==> config.mk <==
export PLATFORM = sky130hd
export DESIGN_NAME = dm_arbiter
export DESIGN_NICKNAME = d
export VERILOG_FILES = /design/src/rtl/dm_arb_pkg.sv /design/src/rtl/dm_arb_wait_ctr.sv /design/src/rtl/dm_arbiter.sv
export SDC_FILE = /design/constraint.sdc
export NUM_CORES = 1
export LEC_CHECK = 0
export BUFFER_PORTS_ARGS = -buffer_cell sky130_fd_sc_hd__buf_2
export CAP_MARGIN = 20
export CORE_AREA = 2 2 119 121
export DETAILED_ROUTE_END_ITERATION = 10
export DIE_AREA = 0 0 121 123
export PLACE_DENSITY = 0.56
export SYNTH_ARGS = -nofsm -noshare
export SYNTH_HDL_FRONTEND = slang
export SYNTH_SLANG_ARGS = --single-unit
==> constraint.sdc <==
create_clock -name clk -period 3.1 [get_ports clk]
set_clock_uncertainty 0.1 [all_clocks]
set_input_delay 0.62 -clock clk [delete_from_list [all_inputs] [get_ports clk]]
set_output_delay 0.62 -clock clk [all_outputs]
set_load 0.01 [all_outputs]
==> src/rtl/dm_arb_pkg.sv <==
`default_nettype none
// ============================================================================
// Module      : dm_arb_pkg
// Description : Shared constants for the data-memory arbiter: memory op codes,
//               requester indices and the lock FSM state type.
// Revision    : 1.0 - initial release
// ============================================================================
package dm_arb_pkg;

    // Memory access size/extension codes, forwarded to the memory unchanged
    localparam logic [2:0] MEM_OP_LW  = 3'b000;
    localparam logic [2:0] MEM_OP_SW  = 3'b000;
    localparam logic [2:0] MEM_OP_SH  = 3'b001;
    localparam logic [2:0] MEM_OP_SB  = 3'b010;
    localparam logic [2:0] MEM_OP_LH  = 3'b100;
    localparam logic [2:0] MEM_OP_LHU = 3'b101;
    localparam logic [2:0] MEM_OP_LB  = 3'b110;
    localparam logic [2:0] MEM_OP_LBU = 3'b111;

    localparam logic M0 = 1'b0;
    localparam logic M1 = 1'b1;

    typedef enum logic [1:0] {
        IDLE = 2'd0,
        OWN0 = 2'd1,
        OWN1 = 2'd2
    } lock_state_t;

endpackage
`default_nettype wire

==> src/rtl/dm_arb_wait_ctr.sv <==
`default_nettype none
// ============================================================================
// Module      : dm_arb_wait_ctr
// Description : Saturating count of consecutive cycles M1 has been denied.
// Revision    : 1.0 - initial release
// ============================================================================
module dm_arb_wait_ctr #(
    parameter int MAX_WAIT = 8,
    parameter int WAIT_W   = 8
) (
    input  logic clk,
    input  logic rst,
    input  logic i_inc,
    input  logic i_clr,
    output logic o_sat
);

    localparam logic [WAIT_W-1:0] c_MAX_WAIT = WAIT_W'(MAX_WAIT);

    logic [WAIT_W-1:0] r_count;

    always_ff @(posedge clk or negedge rst) begin
        if (!rst) begin
            r_count <= '0;
        end else if (i_clr) begin
            r_count <= '0;
        end else if (i_inc && (r_count != c_MAX_WAIT)) begin
            r_count <= r_count + WAIT_W'(1);
        end
    end

    assign o_sat = (r_count == c_MAX_WAIT);

endmodule
`default_nettype wire

==> src/rtl/dm_arbiter.sv <==
`default_nettype none
// ============================================================================
// Module      : dm_arbiter
// Description : Two-requester arbiter for the single-port data memory. M0 has
//               fixed priority; a starved M1 is forced through after MAX_WAIT
//               denied cycles. Define DM_ARB_LOCK_EN for the lock ports/FSM.
// Revision    : 1.0 - initial release
// ============================================================================
module dm_arbiter
    import dm_arb_pkg::*;
#(
    parameter int MAX_WAIT = 8,
    parameter int WAIT_W   = 8
) (
    input  logic        clk,
    input  logic        rst,
    input  logic        m0_req_i,
    input  logic [31:0] m0_addr_i,
    input  logic [31:0] m0_wdata_i,
    input  logic        m0_we_i,
    input  logic [2:0]  m0_mem_op_i,
    output logic        m0_gnt_o,
    output logic        m0_rvalid_o,
    output logic [31:0] m0_rdata_o,
    input  logic        m1_req_i,
    input  logic [31:0] m1_addr_i,
    input  logic [31:0] m1_wdata_i,
    input  logic        m1_we_i,
    input  logic [2:0]  m1_mem_op_i,
`ifdef DM_ARB_LOCK_EN
    input  logic        m0_lock_i,
    input  logic        m1_lock_i,
`endif
    output logic        m1_gnt_o,
    output logic        m1_rvalid_o,
    output logic [31:0] m1_rdata_o,
    output logic [31:0] dm_addr_o,
    output logic [31:0] dm_wdata_o,
    output logic        dm_we_o,
    output logic [2:0]  dm_mem_op_o,
    input  logic [31:0] dm_rdata_i
);

    logic [1:0]  w_req;
    logic [1:0]  w_we;
    logic [1:0]  w_base;
    logic [1:0]  w_gnt;
    logic        w_sat;
    logic        w_ctr_inc;
    logic        w_ctr_clr;
    logic [1:0]  r_rvalid;
    logic [31:0] r_rdata0;
    logic [31:0] r_rdata1;

    assign w_req[M0] = m0_req_i;
    assign w_req[M1] = m1_req_i;
    assign w_we[M0]  = m0_we_i;
    assign w_we[M1]  = m1_we_i;

    assign w_ctr_inc = w_req[M1] & ~w_gnt[M1];
    assign w_ctr_clr = ~w_req[M1] | w_gnt[M1];

    dm_arb_wait_ctr #(
        .MAX_WAIT (MAX_WAIT),
        .WAIT_W   (WAIT_W)
    ) u_wait_ctr (
        .clk   (clk),
        .rst   (rst),
        .i_inc (w_ctr_inc),
        .i_clr (w_ctr_clr),
        .o_sat (w_sat)
    );

    // Unlocked winner: starved M1 first, then M0, then M1
    always_comb begin
        w_base = '0;
        if (w_req[M1] && w_sat) begin
            w_base[M1] = 1'b1;
        end else if (w_req[M0]) begin
            w_base[M0] = 1'b1;
        end else if (w_req[M1]) begin
            w_base[M1] = 1'b1;
        end
    end

`ifdef DM_ARB_LOCK_EN
    lock_state_t r_lock_state;
    lock_state_t w_lock_next;

    always_ff @(posedge clk or negedge rst) begin
        if (!rst) begin
            r_lock_state <= IDLE;
        end else begin
            r_lock_state <= w_lock_next;
        end
    end

    // While owned, only the owner can be granted; the starvation override is ignored
    always_comb begin
        w_gnt       = '0;
        w_lock_next = r_lock_state;
        case (r_lock_state)
            OWN0:    w_gnt[M0] = w_req[M0];
            OWN1:    w_gnt[M1] = w_req[M1];
            default: w_gnt     = w_base;
        endcase
        if (!rst) begin
            w_gnt = '0;
        end
        case (r_lock_state)
            IDLE: begin
                if (w_gnt[M0] && m0_lock_i) begin
                    w_lock_next = OWN0;
                end else if (w_gnt[M1] && m1_lock_i) begin
                    w_lock_next = OWN1;
                end
            end
            OWN0: begin
                if (!m0_lock_i && (w_gnt[M0] || !w_req[M0])) begin
                    w_lock_next = IDLE;
                end
            end
            OWN1: begin
                if (!m1_lock_i && (w_gnt[M1] || !w_req[M1])) begin
                    w_lock_next = IDLE;
                end
            end
            default: w_lock_next = IDLE;
        endcase
    end
`else
    assign w_gnt = w_base & {2{rst}};
`endif

    assign m0_gnt_o = w_gnt[M0];
    assign m1_gnt_o = w_gnt[M1];

    always_comb begin
        dm_addr_o   = '0;
        dm_wdata_o  = '0;
        dm_we_o     = 1'b0;
        dm_mem_op_o = 3'b000;
        if (w_gnt[M0]) begin
            dm_addr_o   = m0_addr_i;
            dm_wdata_o  = m0_wdata_i;
            dm_we_o     = m0_we_i;
            dm_mem_op_o = m0_mem_op_i;
        end else if (w_gnt[M1]) begin
            dm_addr_o   = m1_addr_i;
            dm_wdata_o  = m1_wdata_i;
            dm_we_o     = m1_we_i;
            dm_mem_op_o = m1_mem_op_i;
        end
    end

    // Load data is captured at the grant edge; rdata holds until that port's next load
    always_ff @(posedge clk or negedge rst) begin
        if (!rst) begin
            r_rvalid <= '0;
            r_rdata0 <= '0;
            r_rdata1 <= '0;
        end else begin
            r_rvalid <= w_gnt & ~w_we;
            if (w_gnt[M0] && !w_we[M0]) begin
                r_rdata0 <= dm_rdata_i;
            end
            if (w_gnt[M1] && !w_we[M1]) begin
                r_rdata1 <= dm_rdata_i;
            end
        end
    end

    assign m0_rvalid_o = r_rvalid[M0];
    assign m1_rvalid_o = r_rvalid[M1];
    assign m0_rdata_o  = r_rdata0;
    assign m1_rdata_o  = r_rdata1;

endmodule
`default_nettype wire

==> results.sh, run 1 <==
export IMPL_fmax_mhz=340.8
export IMPL_postRouteAntennaNets=0
export IMPL_seq_area_frac_synth_pct=51.71
export IMPL_worst_pin_slew_ns=0.9145
export IMPL_final_min_clock_period_ns=2.935
export IMPL_die_area_mm2=0.01488
export IMPL_routed_wl_um=13620
export IMPL_vias=3603
export IMPL_ys_seq_elements=74
export IMPL_grtUsageTotal_pct=17.05
export IMPL_die_x_um=121
export IMPL_row_count=43
export IMPL_p_leak_nw=3.056
export IMPL_cts_buffers=9
export IMPL_internal_power_mw=2.234
export IMPL_fillers=1315
export IMPL_cts_sinks=74
export IMPL_via_per_inst=4.691
export IMPL_grt_antenna_before_repair=2
export IMPL_ys_warn_count=0
export IMPL_synth_cell_types=25
export IMPL_p_switching_mw=0.8560
export IMPL_period_share_pct=94.67
export IMPL_post_synth_top_count_cell="dfrtp_1"
export IMPL_grt_pass1_wl_um=19350
export IMPL_startpoint_type="flip-flop"
export IMPL_grt_max_degree=78
export IMPL_synth_edff_count=0
export IMPL_p_comb_share_pct=26.1
export IMPL_cap_violations=0
export IMPL_syn_avg_cell_area_um2=13.17
export IMPL_place_ws_ns=0.2597
export IMPL_port_buffers=307
export IMPL_final_nets=755
export IMPL_cts_path_max_buffers=2
export IMPL_ir_drop_mv=0.4745
export IMPL_swShare_pct=27.70
export IMPL_grt_overflow_total=0
export IMPL_drt_initial_drc_count=122
export IMPL_synth_common_cells="dfrtp_1 (74), a22o_1 (68), mux2_2 (64), nor2_1 (9), buf_4 (8)"
export IMPL_worst_ep_required_time_ns=2.38
export IMPL_pwr_density_cell_mw_per_mm2=539.6
export IMPL_finalCoreUtilization_pct=42.07
export IMPL_drc_errors=0
export IMPL_gp_congestion=0.8544
export IMPL_hpwlAfterDp_um=10970
export IMPL_synth_largest_area_cell="dfrtp_1"
export IMPL_grt_pass1_vias=3618
export IMPL_synthArstFlopShare_pct=100.0
export IMPL_hold_viol=0
export IMPL_syn_to_final_growth_pct=59.92
export IMPL_core_mm2=0.01361
export IMPL_synth_top_area_share_pct=51.71
export IMPL_synth_area_leaders="dfrtp_1 (52%), mux2_2 (20%), a22o_1 (17%), buf_4 (1.7%), nor2_1 (0.94%)"
export IMPL_h_tree_depth=3
export IMPL_ios=308
export IMPL_drive_gt1_share_pct=68.94
export IMPL_cts_tree="built"
export IMPL_critPathKind="reg -> out"
export IMPL_fin_ws_ns=0.1653
export IMPL_start_util_pct=26.31
export IMPL_p_clk_share_pct=33.9
export IMPL_syn_nets=446
export IMPL_worstPathArrival_ns=2.21
export IMPL_outcome="completed"
export IMPL_power_frac_seq_pct=40.0
export IMPL_r2r_setup_slack_ns=0.75
export IMPL_tns_ns=0
export IMPL_cts_root_buf="clkbuf_16"
export IMPL_wire_per_inst_um=17.73
export IMPL_ys_flop_type="dfrtp_1"
export IMPL_grt_setup_unrepaired="false"
export IMPL_postSynthCellCount=272
export IMPL_finalNonFillerCells=768
export IMPL_clkSlewWorstSetupHoldPaths_ns=0.05
export IMPL_setup_viol=0
export IMPL_first_pass_iters=4
export IMPL_syn_area_mm2=0.003581
export IMPL_end_kind="primary output"
export IMPL_fp_dieH_um=123
export IMPL_place_inst=745
export IMPL_clk_latency_ns=0.33
export IMPL_slew_viol_final=0
export IMPL_slew_headroom_pct=39.04
export IMPL_cp_max_fo=22
export IMPL_min_path_type="reg -> reg"
per-layer routing:
metal	share of wire (%)	global-route usage [%]	up-vias
li1	-	-	1652
met1	41	21.45	1747
met2	48	27.70	189
met3	8.7	4.982	15
met4	1.4	6.613	0
met5	0	0	-
area by class of cell:
cell class                      count  area (um^2)  share of cell area [%]
Antenna cell                        2        5.005                 0.08739
Multi-Input combinational cell    173         1639                   28.62
Inverter                            4        15.01                  0.2622
Clock buffer                       13        260.3                   4.544
Sequential cell                    74         1852                   32.34
Clock inverter                      3        46.29                  0.8084
Timing Repair Buffer              319         1684                   29.41
Tap cell                          180        225.2                   3.933
placed cells by master (no fill, tap or decap):
| cell | n |
|---|---|
| clkinvlp_4 | 1 |
| mux2_2 | 64 |
| buf_2 | 306 |
| nor2b_1 | 1 |
| nor3_4 | 1 |
| or3_1 | 1 |
| nor2_4 | 1 |
| and3_1 | 1 |
| o21ai_4 | 1 |
| clkbuf_16 | 10 |
| nor2b_4 | 1 |
| a41oi_2 | 1 |
| a21oi_1 | 1 |
| buf_12 | 3 |
| xor2_1 | 3 |
| nor4_4 | 1 |
| dfrtp_1 | 74 |
| inv_1 | 4 |
| nand2b_1 | 1 |
| a22o_1 | 68 |
| bufinv_16 | 1 |
| buf_4 | 9 |
| diode_2 | 2 |
| nor3_1 | 1 |
| nor2_1 | 8 |
| xnor2_1 | 3 |
| o32ai_1 | 1 |
| inv_6 | 1 |
| ha_1 | 2 |
| clkbuf_8 | 2 |
| nand3_1 | 6 |
| nand2_1 | 5 |
| a41oi_4 | 1 |
| clkbuf_1 | 2 |
repair_timing:
action / in CTS / in global routing
pin swaps: 2 / 2
setup buffers: 2 / 2
endpoints found under the setup margin: 8 / 22
cloned: 0 / 1
gates resized for setup: 1 / 1
hold buffers: 0 / 0
per-stage QoR:
step                hold slack (ns)  instance area, um^2  total power, mW
floorplan                    0.2244                 3581            1.616
global placement             0.3829                 5340            2.042
detailed placement           0.3882                 5340            2.057
CTS                          0.4005                 5677            3.131
global route                 0.4153                 5727            3.253
finish                       0.3999                 5727            3.090
final timing paths:
check                                             startpoint                         end  depth (start not counted)
setup / recovery           u_wait_ctr.r_count[0]$_DFFE_PN0P_               dm_addr_o[27]                          9
hold / removal                     m0_rdata_o[3]$_DFFE_PN0P_   m0_rdata_o[3]$_DFFE_PN0P_                          1
setup reg to reg           u_wait_ctr.r_count[4]$_DFFE_PN0P_  m0_rdata_o[21]$_DFFE_PN0P_                          6
hold reg to reg                    m0_rdata_o[3]$_DFFE_PN0P_   m0_rdata_o[3]$_DFFE_PN0P_                          1
max in group asynchronous                                rst       r_rvalid[0]$_DFF_PN0_                          2
min in group asynchronous                                rst  m0_rdata_o[16]$_DFFE_PN0P_                          2
power by group through the flow:
stage | Clock [mW] | Sequential, mW | Combinational (mW)
after floorplan | 0 | 1.33 | 0.287
after global placement | 0 | 1.24 | 0.801
after detailed placement | 0 | 1.25 | 0.809
after CTS | 1.08 | 1.24 | 0.813
after global routing | 1.11 | 1.26 | 0.880
final | 1.05 | 1.24 | 0.806
flip-flops by register name (all words and copies together), names as in the netlist:
name / count
m0_rdata_o: 32
u_wait_ctr.r_count: 8
r_rvalid: 2
m1_rdata_o: 32
critical path, stage by stage, from the launching register on:
cell and delay (ns):
dfrtp_1 0.41, inv_1 0.06, ha_1 0.19, nor2b_4 0.14, a41oi_2 0.28, nor2_4 0.09
buf_4 0.16, clkbuf_16 0.18, a22o_1 0.24, buf_2 0.13
kinds of logic (layout without fill, tap and decap cells):
family	count (synthesis)	in the layout	share of synthesized area, %
adder cells (fa/ha/maj)	2	2	0.6987
AO/OA/AOI/OAI	73	73	17.96
other	0	2	0
buffers and inverters	25	339	3.669
flip-flops	74	74	51.71
XOR/XNOR	6	6	1.468
multiplexers	64	64	20.13
AND/OR/NAND/NOR	28	28	4.368
Note: power is estimated with default switching activity, not from simulation.
==> run 2: changes to the inputs <==
Settings changed: PLACE_DENSITY 0.56 to 0.66.
==> run 2 against run 1 <==
  * Via count grew 2.1%
  * Utilization is essentially flat
  * Non-clock buffer count is 2 lower
  * Critical path depth shrank 1
  * Global-route usage grew 2.5 points
  * Critical path type unchanged
  * Critical endpoint is now dm_wdata_o[29]
  * Largest power group unchanged
==> results.sh, run 2 (synthesis gave the netlist of run 1 again) <==
export IMPL_min_path_type="reg -> reg"
export IMPL_final_min_clock_period_ns=2.955
export IMPL_finalCoreUtilization_pct=42.04
export IMPL_first_pass_iters=4
export IMPL_syn_to_final_growth_pct=59.82
export IMPL_end_kind="primary output"
export IMPL_slew_viol_final=0
export IMPL_hold_depth=1
export IMPL_fillers=1314
export IMPL_via_per_inst=4.807
export IMPL_ir_drop_mv=0.4109
export IMPL_routed_wl_um=15160
export IMPL_vias=3677
export IMPL_layout_common_cells="buf_2 (306), dfrtp_1 (74), a22o_1 (68)"
export IMPL_min_to="m1_rdata_o[23]$_DFFE_PN0P_"
export IMPL_cp_max_fo=9
export IMPL_regArea_mm2=0.001852
export IMPL_slew_headroom_pct=35.97
export IMPL_final_nets=753
export IMPL_port_buffers=307
export IMPL_grtUsageTotal_pct=19.58
export IMPL_core_mm2=0.01361
export IMPL_clk_latency_ns=0.33
export IMPL_gp_congestion=0.9654
export IMPL_p_switching_mw=0.9097
export IMPL_swShare_pct=27.87
export IMPL_outcome="completed"
export IMPL_hpwlAfterDp_um=12710
export IMPL_multi_input_area_mm2=0.001639
export IMPL_die_x_um=121
export IMPL_worstSetupStartpoint="u_wait_ctr.r_count[0]$_DFFE_PN0P_"
export IMPL_grt_setup_unrepaired="false"
export IMPL_start_util_pct=26.31
export IMPL_r2r_setup_slack_ns=0.80
export IMPL_h_tree_depth=3
export IMPL_worst_ep_required_time_ns=2.38
export IMPL_cap_violations=0
export IMPL_die_area_mm2=0.01488
export IMPL_hold_viol=0
export IMPL_p_clk_share_pct=37.1
export IMPL_cts_sinks=74
export IMPL_worstPathArrival_ns=2.24
export IMPL_final_common_cell="buf_2"
export IMPL_startpoint_type="flip-flop"
export IMPL_drt_initial_drc_count=111
export IMPL_setup_viol=0
export IMPL_period_share_pct=95.33
export IMPL_tns_ns=0
export IMPL_drc_errors=0
export IMPL_p_leak_nw=3.054
export IMPL_grt_overflow_total=0
export IMPL_grt_pass1_vias=3705
export IMPL_rr_startpoint="u_wait_ctr.r_count[5]$_DFFE_PN0P_"
export IMPL_cts_buffers=9
export IMPL_cts_path_max_buffers=2
export IMPL_fin_hold_ws_ns=0.3985
export IMPL_grt_antenna_before_repair=5
export IMPL_clkSlewWorstSetupHoldPaths_ns=0.06
export IMPL_fp_dieH_um=123
export IMPL_r2r_cells=6
export IMPL_design_power_total_mw=3.264
export IMPL_ios=308
export IMPL_cts_tree="built"
export IMPL_postRouteAntennaNets=0
export IMPL_critPathKind="reg -> out"
export IMPL_p_comb_share_pct=25.2
export IMPL_pwr_density_cell_mw_per_mm2=570.3
export IMPL_internal_power_mw=2.354
export IMPL_worst_pin_slew_ns=0.9604
export IMPL_r2r_end="m0_rdata_o[30]$_DFFE_PN0P_"
export IMPL_cts_root_buf="clkbuf_16"
export IMPL_row_count=43
export IMPL_hold_start="m1_rdata_o[23]$_DFFE_PN0P_"
export IMPL_place_inst=747
export IMPL_grt_pass1_wl_um=21270
export IMPL_fmax_mhz=338.4
export IMPL_finalNonFillerCells=765
export IMPL_drive_gt1_share_pct=69.18
export IMPL_grt_max_degree=78
export IMPL_power_frac_seq_pct=37.7
export IMPL_wire_per_inst_um=19.81
-- run 2: final cells by class --
type | instances | area share (%)
Clock buffer | 9 | 3.935
Multi-Input combinational cell | 173 | 28.64
Sequential cell | 74 | 32.36
Tap cell | 180 | 3.935
Clock inverter | 7 | 2.186
Timing Repair Buffer | 317 | 28.64
Antenna cell | 1 | 0.04373
Inverter | 4 | 0.2624
-- run 2: timing repair --
item | 4_1_cts | 5_1_grt
pin swaps | 0 | 1
endpoints found under the setup margin | 48 | 53
hold buffers | 0 | 0
setup buffers | 0 | 1
hold endpoints to repair | 0 | 0
resized for setup | 3 | 2
-- run 2: how the worst max path moves through the flow --
stage,endpoint,depth (start not counted),slack [ns]
final,dm_wdata_o[29],8,0.14
after global routing,dm_wdata_o[3],8,0.03
after CTS,dm_wdata_o[10],6,0.03
after detailed placement,dm_wdata_o[10],8,0.17
after global placement,dm_wdata_o[10],8,0.23
after floorplan,dm_addr_o[12],7,0.53
-- run 2: per-stage QoR --
stage               area [um^2]  worst slack [ns]
finish                     5723            0.1448
global route               5723           0.03275
CTS                        5703           0.02511
detailed placement         5343            0.1684
global placement           5343            0.2280
floorplan                  3581            0.5276
-- run 2: layer usage --
metal / up-vias / part of all wire (%) / wire [um] / global-route usage [%]
met5: - / 0.22 / 34 / 0
met4: 6 / 2.6 / 393 / 7.922
met3: 34 / 11 / 1688 / 8.579
met2: 199 / 50 / 7644 / 34.69
met1: 1792 / 36 / 5396 / 20.30
li1: 1646 / - / - / -
-- run 2: critical path, stage by stage (launching register included) --
cell     delay [ns]
dfrtp_1        0.41
inv_1          0.07
ha_1           0.20
nor2b_4        0.14
a41oi_2        0.36
nor2_4         0.08
buf_4          0.19
a22o_1         0.27
buf_2          0.18
-- run 2: power groups by stage --
stage | clock, mW | sequential [mW] | combinational, mW
after detailed placement | 0 | 1.25 | 0.827
after floorplan | 0 | 1.33 | 0.287
after global placement | 0 | 1.24 | 0.810
final | 1.21 | 1.23 | 0.822
after global routing | 1.28 | 1.25 | 0.888
after CTS | 1.23 | 1.23 | 0.830
==> run 3: changes to the inputs <==
Settings changed: REMOVE_ABC_BUFFERS set to 1.
==> run 3 against run 2 <==
  * Global-route usage down 1.1 points
  * Clock power fell by 15%
  * Flip-flop and latch count is the same
  * Wire length shrank 2.2%
  * First-iteration DRC count is 32% higher
  * Utilization barely moved
  * Highest routed layer is now met4
  * Non-clock buffer count unchanged
  * Critical path type unchanged
==> results.sh, run 3 (synthesis gave the netlist of run 1 again) <==
export IMPL_outcome="completed"
export IMPL_startpoint_type="flip-flop"
export IMPL_grt_pass1_wl_um=20460
export IMPL_design_power_total_mw=3.091
export IMPL_fin_hold_ws_ns=0.3971
export IMPL_cp_top_family="buffers and inverters"
export IMPL_grt_overflow_total=0
export IMPL_grt_max_degree=75
export IMPL_vias=3640
export IMPL_cts_buffers=9
export IMPL_grtUsageTotal_pct=18.46
export IMPL_grt_pass1_vias=3532
export IMPL_hold_depth=1
export IMPL_r2r_end="m0_rdata_o[4]$_DFFE_PN0P_"
export IMPL_min_to="m0_rdata_o[17]$_DFFE_PN0P_"
export IMPL_gp_congestion=0.9352
export IMPL_cp_slowest_stage_delay_ns=0.40
export IMPL_worst_ep_required_time_ns=2.38
export IMPL_cap_violations=0
export IMPL_cp_max_fo=28
export IMPL_final_cell_area_mm2=0.005720
export IMPL_fp_dieH_um=123
export IMPL_row_count=43
export IMPL_first_pass_iters=4
export IMPL_ios=308
export IMPL_drc_errors=0
export IMPL_layout_common_cells="buf_2 (306), dfrtp_1 (74), a22o_1 (65)"
export IMPL_rr_startpoint="u_wait_ctr.r_count[5]$_DFFE_PN0P_"
export IMPL_hold_viol=0
export IMPL_final_min_clock_period_ns=2.917
export IMPL_hpwlAfterDp_um=11920
export IMPL_slowest_stage="dfrtp_1"
export IMPL_postRouteAntennaNets=0
export IMPL_diodes=0
export IMPL_grt_antenna_before_repair=0
export IMPL_cts_root_buf="clkbuf_16"
export IMPL_core_mm2=0.01361
export IMPL_placed_cell_area_mm2=0.005340
export IMPL_cts_tree="built"
export IMPL_routed_wl_um=14820
export IMPL_cts_sinks=74
export IMPL_final_nets=753
export IMPL_hold_start="m0_rdata_o[17]$_DFFE_PN0P_"
export IMPL_final_common_cell="buf_2"
export IMPL_worstPathArrival_ns=2.20
export IMPL_die_x_um=121
export IMPL_p_leak_nw=3.054
export IMPL_syn_to_final_growth_pct=59.75
export IMPL_fmax_mhz=342.8
export IMPL_clk_latency_ns=0.33
export IMPL_grt_setup_unrepaired="false"
export IMPL_r2r_cells=6
export IMPL_slew_headroom_pct=39.21
export IMPL_port_buffers=307
export IMPL_slew_viol_final=0
export IMPL_r2r_setup_slack_ns=0.67
export IMPL_setup_viol=0
export IMPL_path_buf_inv=4
export IMPL_h_tree_depth=3
export IMPL_start_util_pct=26.31
export IMPL_period_share_pct=94.11
export IMPL_die_area_mm2=0.01488
export IMPL_ir_drop_mv=0.4975
export IMPL_place_inst=745
export IMPL_worst_pin_slew_ns=0.9119
export IMPL_drt_initial_drc_count=147
export IMPL_min_path_type="reg -> reg"
export IMPL_wire_per_inst_um=19.40
export IMPL_via_per_inst=4.764
export IMPL_critPathKind="reg -> out"
export IMPL_finalNonFillerCells=764
export IMPL_cts_path_max_buffers=2
export IMPL_pwr_density_cell_mw_per_mm2=540.3
export IMPL_end_kind="primary output"
export IMPL_clkSlewWorstSetupHoldPaths_ns=0.05
export IMPL_drive_gt1_share_pct=69.69
export IMPL_path_cells="inv_1 > ha_1 > nor2b_4 > a41oi_4 > nor2_4 > buf_12 > clkbuf_16 > a22o_1 > buf_2"
## run 3: changes by cell type in the layout (fill, tap and decap cells not counted), moves of 2 or more
cell and delta:
a22o_1 -3, a22o_2 +3, clkinv_2 +3, buf_4 -2, bufinv_16 -2, clkbuf_8 +2
## run 3: layer usage
metal | up-vias | part of all wire [%] | GRT usage (%)
met5 | - | 0 | 0
met4 | 0 | 1.3 | 5.741
met3 | 17 | 8.5 | 5.028
met2 | 205 | 49 | 30.55
met1 | 1774 | 42 | 23.54
li1 | 1644 | - | -
## run 3: timing repair
item,in CTS,in global routing
endpoints found under the setup margin,7,9
resized for setup,4,2
hold buffers,0,0
endpoints found under the hold margin,0,0
buffers inserted,1,1
pin swaps,1,2
cloned,0,1
## run 3: stage by stage
step	util [%]	worst slack [ns]	setup TNS, ns
3_5_place_dp	39.23	0.2016	0
3_3_place_gp	39.23	0.2398	0
4_1_cts	41.58	0.03594	0
5_1_grt	42.03	0.06855	0
2_1_floorplan	-	-1.597	-110.65
6_report	42.03	0.1826	0
## run 3: area by class of cell
cell class | instances | area (um^2)
multi-input combinational | 173 | 1654
tap | 180 | 225.2
sequential | 74 | 1852
timing repair buffer | 317 | 1669
clock buffer | 11 | 252.7
inverter | 4 | 15.01
fill | 1303 | 7891
clock inverter | 5 | 52.55
## run 3: how the worst max path moves through the flow
stage	cells past startpoint	from	slack [ns]	endpoint
after floorplan	5	u_wait_ctr.r_count[0]$_DFFE_PN0P_	-1.60	dm_addr_o[0]
after global placement	8	u_wait_ctr.r_count[0]$_DFFE_PN0P_	0.24	dm_wdata_o[18]
after detailed placement	8	u_wait_ctr.r_count[0]$_DFFE_PN0P_	0.20	dm_wdata_o[18]
after CTS	8	u_wait_ctr.r_count[0]$_DFFE_PN0P_	0.04	dm_wdata_o[18]
after global routing	8	u_wait_ctr.r_count[0]$_DFFE_PN0P_	0.07	dm_wdata_o[18]
final	9	u_wait_ctr.r_count[0]$_DFFE_PN0P_	0.18	dm_addr_o[11]
## run 3: worst register-to-register path, cell delays in order, from the launching register on
cell     delay, ns
dfrtp_1       0.44
nor4_4        0.38
buf_4         0.19
nand3_1       0.18
o21ai_4       0.18
buf_4         0.41
mux2_2        0.43
## run 3: power breakdown
group / leakage (nW) / switching (mW) / internal [mW]
registers: 0.899 / 0.0879 / 1.14
clock network: 0.151 / 0.372 / 0.662
logic: 2.00 / 0.404 / 0.421
